### src/rtl/o_reg_uart_tx.sv
// o_reg_uart_tx: watches the micro's 4-bit output register and logs each new
// value as one ASCII hex character ('0'-'9', 'A'-'F') on a UART line (8N1).
// Changes are queued in a small FIFO, so bursts of writes are not lost unless
// the queue overflows. Overflows are flagged by a sticky bit.
// Optional build macro O_REG_UART_TX_PARITY_EN adds an even-parity bit (8E1).
module o_reg_uart_tx #(
  parameter int CLKS_PER_BIT = 16,
  parameter int FIFO_DEPTH   = 4
) (
  input  logic                          clk,
  input  logic                          sync_reset,
  input  logic [3:0]                    o_reg,
  output logic                          tx,
  output logic                          busy,
  output logic [$clog2(FIFO_DEPTH):0]   fifo_count,
  output logic                          overflow
);

  localparam int AW   = $clog2(FIFO_DEPTH);
  localparam int CNTW = AW + 1;
  localparam int CW   = $clog2(CLKS_PER_BIT);

  typedef enum logic [2:0] {
    IDLE,
    START,
    DATA,
`ifdef O_REG_UART_TX_PARITY_EN
    PARITY,
`endif
    STOP
  } state_t;

  // Nibble to uppercase ASCII hex digit.
  function automatic logic [7:0] hex_ascii(input logic [3:0] n);
    if (n < 4'd10) return 8'h30 + {4'h0, n};
    else           return 8'h37 + {4'h0, n};
  endfunction

  state_t          state_q, state_d;
  logic [CW-1:0]   cnt_q, cnt_d;
  logic [2:0]      bit_q, bit_d;
  logic [7:0]      shift_q, shift_d;
  logic            tx_q, tx_d;
`ifdef O_REG_UART_TX_PARITY_EN
  logic            par_q, par_d;
`endif
  logic [3:0]      prev_q;
  logic [AW-1:0]   wr_ptr_q, rd_ptr_q;
  logic [CNTW-1:0] count_q, count_d;
  logic            ovf_q;
  logic [3:0]      mem_q [FIFO_DEPTH];

  logic            capture, full, pop, push, drop, bit_last;
  logic [7:0]      head_byte;

  // A pop frees a slot at the same edge, so a capture into a full queue is
  // still accepted when the transmitter is taking the head right now.
  assign capture   = (o_reg != prev_q);
  assign full      = (count_q == CNTW'(FIFO_DEPTH));
  assign pop       = (state_q == IDLE) && (count_q != '0);
  assign push      = capture && (!full || pop);
  assign drop      = capture && full && !pop;
  assign bit_last  = (cnt_q == CW'(CLKS_PER_BIT - 1));
  assign head_byte = hex_ascii(mem_q[rd_ptr_q]);

  // Queue occupancy next-state: simultaneous push and pop cancel.
  always_comb begin
    count_d = count_q;
    unique case ({push, pop})
      2'b10:   count_d = count_q + CNTW'(1);
      2'b01:   count_d = count_q - CNTW'(1);
      default: count_d = count_q;
    endcase
  end

  // Frame sequencer next-state; tx_d is registered so the line never glitches.
  always_comb begin
    state_d = state_q;
    cnt_d   = cnt_q;
    bit_d   = bit_q;
    shift_d = shift_q;
    tx_d    = tx_q;
`ifdef O_REG_UART_TX_PARITY_EN
    par_d   = par_q;
`endif
    unique case (state_q)
      IDLE: begin
        tx_d = 1'b1;
        if (pop) begin
          shift_d = head_byte;
`ifdef O_REG_UART_TX_PARITY_EN
          par_d   = ^head_byte;
`endif
          tx_d    = 1'b0;
          cnt_d   = '0;
          bit_d   = '0;
          state_d = START;
        end
      end
      START: begin
        if (bit_last) begin
          cnt_d   = '0;
          tx_d    = shift_q[0];
          state_d = DATA;
        end else begin
          cnt_d = cnt_q + CW'(1);
        end
      end
      DATA: begin
        if (bit_last) begin
          cnt_d = '0;
          if (bit_q == 3'd7) begin
`ifdef O_REG_UART_TX_PARITY_EN
            tx_d    = par_q;
            state_d = PARITY;
`else
            tx_d    = 1'b1;
            state_d = STOP;
`endif
          end else begin
            bit_d   = bit_q + 3'd1;
            shift_d = {1'b0, shift_q[7:1]};
            tx_d    = shift_q[1];
          end
        end else begin
          cnt_d = cnt_q + CW'(1);
        end
      end
`ifdef O_REG_UART_TX_PARITY_EN
      PARITY: begin
        if (bit_last) begin
          cnt_d   = '0;
          tx_d    = 1'b1;
          state_d = STOP;
        end else begin
          cnt_d = cnt_q + CW'(1);
        end
      end
`endif
      STOP: begin
        tx_d = 1'b1;
        if (bit_last) begin
          cnt_d   = '0;
          state_d = IDLE;
        end else begin
          cnt_d = cnt_q + CW'(1);
        end
      end
      default: begin
        tx_d    = 1'b1;
        state_d = IDLE;
      end
    endcase
  end

  // Control state: FSM, change detector, queue pointers and sticky overflow.
  always_ff @(posedge clk) begin
    if (sync_reset) begin
      state_q  <= IDLE;
      cnt_q    <= '0;
      bit_q    <= '0;
      tx_q     <= 1'b1;
      prev_q   <= 4'h0;
      wr_ptr_q <= '0;
      rd_ptr_q <= '0;
      count_q  <= '0;
      ovf_q    <= 1'b0;
    end else begin
      state_q <= state_d;
      cnt_q   <= cnt_d;
      bit_q   <= bit_d;
      tx_q    <= tx_d;
      prev_q  <= o_reg;
      count_q <= count_d;
      if (push) wr_ptr_q <= wr_ptr_q + AW'(1);
      if (pop)  rd_ptr_q <= rd_ptr_q + AW'(1);
      if (drop) ovf_q    <= 1'b1;
    end
  end

  // Data-only storage: contents are meaningless until the pointers say otherwise.
  always_ff @(posedge clk) begin
    if (push) mem_q[wr_ptr_q] <= o_reg;
    shift_q <= shift_d;
`ifdef O_REG_UART_TX_PARITY_EN
    par_q   <= par_d;
`endif
  end

  assign tx         = tx_q;
  assign busy       = (state_q != IDLE) || (count_q != '0);
  assign fifo_count = count_q;
  assign overflow   = ovf_q;

endmodule

### config.mk
export PLATFORM = sky130hd
export DESIGN_NAME = o_reg_uart_tx
export DESIGN_NICKNAME = d
export VERILOG_FILES = /design/src/rtl/o_reg_uart_tx.sv
export SDC_FILE = /design/constraint.sdc
export NUM_CORES = 1
export LEC_CHECK = 0
export CAP_MARGIN = 10
export CORE_ASPECT_RATIO = 0.7
export CORE_MARGIN = 4
export CORE_UTILIZATION = 54
export CTS_BUF_LIST = sky130_fd_sc_hd__clkbuf_8
export CTS_CLUSTER_SIZE = 30
export DETAILED_ROUTE_END_ITERATION = 12
export PLACE_DENSITY = 0.73
export SETUP_SLACK_MARGIN = 0.02
export SLEW_MARGIN = 0
export SYNTH_ARGS = -nofsm -noshare
export SYNTH_HDL_FRONTEND = slang
export SYNTH_SLANG_ARGS = --single-unit
### constraint.sdc
create_clock -name clk -period 4.65 [get_ports clk]
set_input_delay 0.6975 -clock clk [delete_from_list [all_inputs] [get_ports clk]]
set_output_delay 0.6975 -clock clk [all_outputs]
set_load 0.005 [all_outputs]
==> flow_summary.json, run 1 <==
{
  "synth_nets": 209,
  "first_pass_iters": 4,
  "core_area_um2": 3900,
  "die_w_um": 83.9,
  "syn_inst": 189,
  "tightest_slew_ns": 0.854,
  "final-max-slew-violation-count": 0,
  "layout_common_cells": "nor2_1 (24), dfxtp_1 (24), edfxtp_1 (23)",
  "grt_pass1_vias": 1433,
  "hp-class": "reg2reg",
  "power_uw": 1480,
  "postRouteAntennaNets": 0,
  "critPathCaptureType": "output pin",
  "dieArea_um2": 5130,
  "path_delay_family": "buffers and inverters",
  "clock_path_buffers": 2,
  "cts_buffers": 5,
  "power.density_nw_per_um2": 611,
  "synth.avg_cell_area_um2": 11.5,
  "fin_area_um2": 2420,
  "m1WireLength_um": 1800,
  "row_count": 19,
  "io_pins": 12,
  "synth.distinct_cells": 43,
  "dpl.cell_count": 247,
  "dp_hpwl_um": 2720,
  "crit_type": "reg2out",
  "insertedDiodeCount": 0,
  "drt_iter0_drc": 102,
  "crit_chain": "inv_1 > ha_1 > nor4b_2 > inv_1 > clkdlybuf4s50_1",
  "grt_overflow_total": 0,
  "ys_ff_latch": 47,
  "yosys_warnings": 0,
  "clk_pin_slew_ns": 0.08,
  "cp_data_arrival_time_ns": 2.19,
  "final_nets": 222,
  "highest_layer": "met4",
  "peakVddDrop_mv": 0.385,
  "fp.dieH_um": 61.2,
  "wl_met2_um": 1690,
  "critPathMaxStageDelay_ns": 0.50,
  "start_util_pct": 55.9,
  "post-route-period-util_pct": 62.1,
  "fmax_mhz": 346,
  "io_buffers": 11,
  "drive_gt1_share_pct": 6.90,
  "critical_path_required_ns": 3.95,
  "holdWs_ns": 0.482,
  "cp_slowest_cell": "clkdlybuf4s50_1",
  "cts_resized": 0,
  "cts_tree": "built",
  "hold_viol_final": 0,
  "min_period_ns": 2.89,
  "grt_setup_unrepaired": "false",
  "vias": 1406,
  "maxCapViolations": 0,
  "stdcell_count": 255,
  "insertion_delay_ns": 0.29,
  "routed_wl_um": 3700,
  "place_area_um2": 2330,
  "grt_max_degree": 25,
  "antenna_found_initial": 0,
  "setup_violations": 0,
  "vias_per_cell": 5.51,
  "wl_per_cell_um": 14.5,
  "drc": 0,
  "gp_congestion": 0.820,
  "synth_top_area_share_pct": 31.7,
  "htreeDepth": 2,
  "wl_met3_um": 174,
  "worst_setup_path_start_kind": "flop",
  "cts_hold_buffers": 0,
  "cp.buffers_inverters": 3,
  "post-cts-setup-buffers": 0,
  "status": "finished, final reports clean",
  "fin_tns_setup_ns": 0,
  "leakage_uw": 0.000914,
  "area_growth_pct": 11.1,
  "yosysTopAreaCell": "edfxtp_1",
  "crit_path_frequent_cell": "inv_1",
  "grt_pass1_wl_um": 6600,
  "netlist_area_um2": 2180,
  "skew_ns": 0.00329,
  "seq_area_frac_synth_pct": 53.7,
  "critPathMaxFanout": 6,
  "grtUsageTotal_pct": 16.5,
  "synthTopCellsByArea": "edfxtp_1 (32%), dfxtp_1 (22%), ha_1 (7.5%), nor2_1 (4.1%), xnor2_1 (3.2%)",
  "maxSlewHeadroom_pct": 42.9,
  "clock-root-buffer": "clkbuf_8",
  "clkSinkCount": 47
}
-- metal layers --
layer  track usage, %  vias up
met5                0        -
li1                 -      697
met1             22.7      672
met2             26.0       32
met4             5.96        0
met3             4.14        5
-- cell usage after synthesis (all sizes together) --
library cell / n
a211oi: 1
a21o: 2
a21oi: 12
a22oi: 2
a32oi: 1
a41oi: 1
and2: 6
and3: 2
and4: 1
buf: 2
clkbuf: 3
dfxtp: 24
edfxtp: 23
fa: 1
ha: 13
inv: 12
mux2: 1
mux2i: 5
mux4: 4
nand2: 6
nand2b: 3
nand3: 1
nand3b: 2
nand4: 2
nor2: 24
nor2b: 4
nor3: 4
nor3b: 1
nor4: 1
nor4b: 2
o2111ai: 1
o21ai: 9
o21bai: 1
o31ai: 1
or2: 1
or3: 1
xnor2: 8
xor2: 1
-- power breakdown --
| group | total [uW] | internal, uW | leakage (uW) | switching [uW] |
|---|---|---|---|---|
| logic | 594 | 256 | 0.000450 | 338 |
| registers | 643 | 573 | 0.000414 | 70.6 |
| clock network | 242 | 117 | 0.0000500 | 125 |
| total | 1480 | 946 | 0.000914 | 533 |
-- flip-flops by register name, summed over array words and instances, names as in the netlist, named ones only --
| name | flops |
|---|---|
| tx | 1 |
| cnt_q | 4 |
| rd_ptr_q | 2 |
| bit_q | 3 |
| shift_q | 7 |
| prev_q | 4 |
| overflow | 1 |
| mem_q | 16 |
| state_q | 2 |
| fifo_count | 3 |
| wr_ptr_q | 2 |
-- kinds of logic after synthesis --
| family | share of synthesized area [%] |
|---|---|
| adders and majority gates | 8.38 |
| AOI/OAI and AO/OA | 8.84 |
| and+or+nand+nor | 15.0 |
| muxes | 7.29 |
| buffers and inverters | 3.16 |
| DFF | 53.7 |
| xor gates and xnor gates | 3.62 |
-- worst register-to-register path, stage by stage, from the launching register on --
cell and delay (ns):
dfxtp_1 0.34, inv_1 0.11, ha_1 0.31, nor4b_2 0.10
a41oi_1 0.58, mux2i_1 0.28, xor2_1 0.22, nor2_1 0.07
-- final timing paths --
| kind | from | to | slack (ns) | depth (start not counted) |
|---|---|---|---|---|
| setup / recovery | state_q[0] | busy | 1.76 | 5 |
| hold / removal | overflow | overflow | 0.48 | 2 |
| setup reg to reg | state_q[0] | fifo_count[0] | 2.49 | 7 |
| hold reg to reg | overflow | overflow | 0.48 | 2 |
-- per-stage QoR --
stage          utilization, %  setup WS [ns]
2_1_floorplan               -           2.70
3_3_place_gp             59.8           2.02
3_5_place_dp             59.8           1.87
4_1_cts                  62.1           1.76
5_1_grt                  62.1           1.60
6_report                 62.1           1.76
-- layout make-up --
type | count | area [um2]
fillers | 302 | 1480
flip-flops and latches | 47 | 1170
multi-input cells | 125 | 940
repair buffers | 11 | 110
clock buffers | 6 | 82.6
well taps | 52 | 65.1
inverters | 12 | 45.0
clock inverters | 2 | 7.51
(Power assumes the default switching activity.)
==> run 2: changes to the inputs <==
==> constraint.sdc (replaced) <==
create_clock -name clk -period 2.9 [get_ports clk]
set_input_delay 0.435 -clock clk [delete_from_list [all_inputs] [get_ports clk]]
set_output_delay 0.435 -clock clk [all_outputs]
set_load 0.005 [all_outputs]
==> flow_summary.json, run 2 (same netlist as run 1, synthesis figures left out) <==
{
  "wl_per_cell_um": 14.7,
  "routed_wl_um": 3760,
  "clock_path_buffers": 2,
  "area_growth_pct": 11.1,
  "critical_path_required_ns": 2.47,
  "pre_cts_ws_ns": 0.413,
  "drt_iter0_drc": 115,
  "grt_pass1_vias": 1417,
  "first_pass_iters": 4,
  "met1_usage_pct": 21.5,
  "multi_input_area_um2": 940,
  "crit_type": "reg2out",
  "io_pins": 12,
  "final-max-slew-violation-count": 0,
  "n_fill_cell": 321,
  "hold_viol_final": 0,
  "grt_pass1_wl_um": 6510,
  "maxSlewHeadroom_pct": 42.2,
  "clk_pin_slew_ns": 0.08,
  "critPathCaptureType": "output pin",
  "hp-class": "reg2reg",
  "dp_hpwl_um": 2720,
  "post-route-period-util_pct": 90.4,
  "grt_overflow_total": 0,
  "fin_tns_setup_ns": 0,
  "top_usage_layer": "met2",
  "row_count": 19,
  "start_util_pct": 55.9,
  "regToRegSetupSlack_ns": 0.75,
  "grt_util_met2_pct": 27.6,
  "fin_area_um2": 2420,
  "min_period_ns": 2.62,
  "vias": 1392,
  "fmax_mhz": 381,
  "grt_max_degree": 25,
  "crit_path_frequent_cell": "inv_1",
  "top_regs": "mem_q (16), shift_q (7)",
  "setup_violations": 0,
  "post-cts-setup-buffers": 0,
  "r2r-start": "state_q[0]",
  "maxCapViolations": 0,
  "cp_slowest_cell": "clkdlybuf4s50_1",
  "dieArea_um2": 5130,
  "cp_data_arrival_time_ns": 2.19,
  "tightest_slew_ns": 0.865,
  "antenna_found_initial": 0,
  "r2r_end": "bit_q[1]",
  "power_uw": 2380,
  "insertedDiodeCount": 0,
  "die_w_um": 83.9,
  "place_area_um2": 2330,
  "cts_resized": 0,
  "cts_tree": "built",
  "power.density_nw_per_um2": 981,
  "largest_reg_flops": 16,
  "leakage_uw": 0.000916,
  "vias_per_cell": 5.46,
  "final_nets": 222,
  "htreeDepth": 2,
  "crit_path_start": "state_q[0]",
  "io_buffers": 11,
  "drc": 0,
  "top_register": "mem_q",
  "critPathMaxFanout": 6,
  "cts_hold_buffers": 0,
  "r2r_cells": 6,
  "gp_congestion": 0.820,
  "drive_gt1_share_pct": 7.39,
  "setup_slack_ns": 0.277,
  "peakVddDrop_mv": 0.687,
  "critPathMaxStageDelay_ns": 0.49,
  "core_area_um2": 3900,
  "skew_ns": 0.00590,
  "regArea_um2": 1170,
  "clock-root-buffer": "clkbuf_8",
  "crit_chain": "inv_1 > ha_1 > nor4b_2 > inv_1 > clkdlybuf4s50_1",
  "crit_end": "busy",
  "cts_buffers": 5,
  "grt_setup_unrepaired": "false",
  "use_met3_pct": 4.95,
  "status": "finished, final reports clean",
  "worst_setup_path_start_kind": "flop",
  "fp.dieH_um": 61.2,
  "insertion_delay_ns": 0.29,
  "clkSinkCount": 47,
  "layout_common_cells": "nor2_1 (24), dfxtp_1 (24), edfxtp_1 (23)",
  "grtUsageTotal_pct": 16.5,
  "postRouteAntennaNets": 0
}
==> run 2: cell types whose count changed in the layout (fill, tap and decap cells not counted) <==
cell      previous run  this run
clkinv_1             1         0
clkinv_2             0         1
==> run 2: metal layers <==
metal,vias up,share of wire (%)
met5,-,0
met4,0,0.83
met3,5,2.8
met2,22,45
met1,667,51
li1,698,-
==> run 2: worst min path at each step <==
stage / start / endpoint / depth (start not counted)
3_3_place_gp: overflow / overflow / 2
3_5_place_dp: overflow / overflow / 2
2_1_floorplan: overflow / overflow / 2
5_1_grt: bit_q[1] / bit_q[1] / 2
6_report: overflow / overflow / 2
4_1_cts: overflow / overflow / 2
==> run 2: critical path: cells and delay by family, from the launching register on <==
kind                       cells  cell delay (ns)
buffers and inverters          3             0.83
and+or+nand+nor                1             0.41
adders and majority gates      1             0.30
DFF                            1             0.35
==> run 2: area by class of cell <==
cell class | instances | area share [%]
Inverter | 12 | 1.86
Tap cell | 52 | 2.69
Clock inverter | 2 | 0.362
Multi-Input combinational cell | 125 | 38.8
Clock buffer | 6 | 3.41
Sequential cell | 47 | 48.3
Timing Repair Buffer | 11 | 4.55
==> run 2: where the power goes <==
part	leakage (uW)	total [uW]	internal [uW]	switching, uW
combinational	0.000450	949	411	537
clock	0.0000524	394	189	205
sequential	0.000414	1030	919	115
==> run 2: metrics by stage <==
step                      util [%]  hold slack, ns  cells
after CTS                     62.1           0.490    255
after global placement        59.8           0.458    247
after detailed placement      59.8           0.464    247
after global routing          62.1           0.550    255
final                         62.1           0.485    255
after floorplan                  -           0.460    189
==> run 3: changes to the inputs <==
--- a/config.mk
+++ b/config.mk
@@ -7,7 +7,6 @@
 export LEC_CHECK = 0
 export CAP_MARGIN = 10
 export CORE_ASPECT_RATIO = 0.7
-export CORE_MARGIN = 4
 export CORE_UTILIZATION = 54
 export CTS_BUF_LIST = sky130_fd_sc_hd__clkbuf_8
 export CTS_CLUSTER_SIZE = 30
==> flow_summary.json, run 3 (same netlist as run 1, synthesis figures left out) <==
{
  "status": "finished, final reports clean",
  "clock-root-buffer": "clkbuf_8",
  "holdWs_ns": 0.479,
  "start_util_pct": 59.0,
  "cts_hold_buffers": 0,
  "post-route-period-util_pct": 90.9,
  "grtUsageTotal_pct": 19.6,
  "leakage_uw": 0.000920,
  "layout_common_cells": "nor2_1 (24), dfxtp_1 (24), edfxtp_1 (23)",
  "hp-class": "reg2reg",
  "drt_iter0_drc": 62,
  "cts_tree": "built",
  "tightest_slew_ns": 0.834,
  "fin_tns_setup_ns": 0,
  "gp_congestion": 0.729,
  "row_count": 18,
  "maxSlewHeadroom_pct": 44.2,
  "final-max-slew-violation-count": 0,
  "grt_pass1_wl_um": 6060,
  "hold_viol_final": 0,
  "insertion_delay_ns": 0.29,
  "grt_overflow_total": 0,
  "fp.dieH_um": 55.2,
  "first_pass_iters": 4,
  "core_area_um2": 3690,
  "maxCapViolations": 0,
  "cp_data_arrival_time_ns": 2.20,
  "min_period_ns": 2.63,
  "crit_type": "reg2out",
  "die_w_um": 77.9,
  "dieArea_um2": 4300,
  "io_buffers": 11,
  "critical_path_required_ns": 2.47,
  "skew_ns": 0.00251,
  "clock_path_buffers": 2,
  "wl_per_cell_um": 14.8,
  "drive_gt1_share_pct": 7.39,
  "io_pins": 12,
  "critPathMaxFanout": 6,
  "cts_buffers": 5,
  "vias": 1418,
  "worst_setup_path_start_kind": "flop",
  "peakVddDrop_mv": 0.584,
  "vias_per_cell": 5.60,
  "largest_reg_flops": 16,
  "insertedDiodeCount": 0,
  "fmax_mhz": 380,
  "final_util_pct": 66.0,
  "power.density_nw_per_um2": 1000,
  "clk_pin_slew_ns": 0.08,
  "top_regs": "mem_q (16), shift_q (7)",
  "cts_resized": 0,
  "area_growth_pct": 11.8,
  "postRouteAntennaNets": 0,
  "n_fill_cell": 300,
  "routed_wl_um": 3730,
  "final_nets": 222,
  "top_register": "mem_q",
  "htreeDepth": 2,
  "clkSinkCount": 47,
  "critPathCaptureType": "output pin",
  "setup_slack_ns": 0.265,
  "pre_cts_ws_ns": 0.413,
  "grt_max_degree": 25,
  "grt_setup_unrepaired": "false",
  "antenna_found_initial": 0,
  "post-cts-setup-buffers": 0,
  "dp_hpwl_um": 2780,
  "grt_pass1_vias": 1323,
  "drc": 0,
  "setup_violations": 0
}
run 3: cell types whose count changed in the layout (fill, tap and decap cells not counted):
cell / change
bufinv_16: +1
inv_1: -1
clkinv_1: +1
clkbuf_8: -1
run 3: worst paths after layout:
path | startpoint | to | slack [ns] | cells after the start
setup reg to reg | state_q[0] | bit_q[2] | 0.74 | 6
hold reg to reg | overflow | overflow | 0.48 | 2
hold / removal | overflow | overflow | 0.48 | 2
setup / recovery | state_q[0] | busy | 0.27 | 5
run 3: worst max-delay path, stage by stage, from the launching register on:
cell and delay [ns]:
dfxtp_1 0.35, inv_1 0.11, ha_1 0.30, nor4b_2 0.43, inv_1 0.22, clkdlybuf4s50_1 0.50
run 3: final cells by class:
class	count	area (um2)	share of cell area, %
Multi-Input combinational cell	125	940	38.6
Clock inverter	3	38.8	1.59
Timing Repair Buffer	11	110	4.52
Sequential cell	47	1170	48.1
Inverter	12	45.0	1.85
Clock buffer	5	68.8	2.82
Tap cell	50	62.6	2.57
run 3: power breakdown:
part / internal, uW / total [uW] / leakage (uW) / switching, uW
registers: 919 / 1040 / 0.000414 / 119
clock network: 252 / 463 / 0.0000556 / 211
logic: 410 / 944 / 0.000450 / 534
run 3: metrics by stage:
step / cell area [um2] / power (uW) / instances
floorplan: 2180 / 1730 / 189
global placement: 2330 / 1940 / 245
detailed placement: 2330 / 1990 / 245
CTS: 2440 / 2450 / 253
global route: 2440 / 2610 / 253
finish: 2440 / 2440 / 253
run 3: routing by layer:
metal	share of wire, %	global-route usage [%]
met1	48	26.1
met2	47	32.3
met3	3.6	4.75
met4	0.94	6.79
met5	0	0
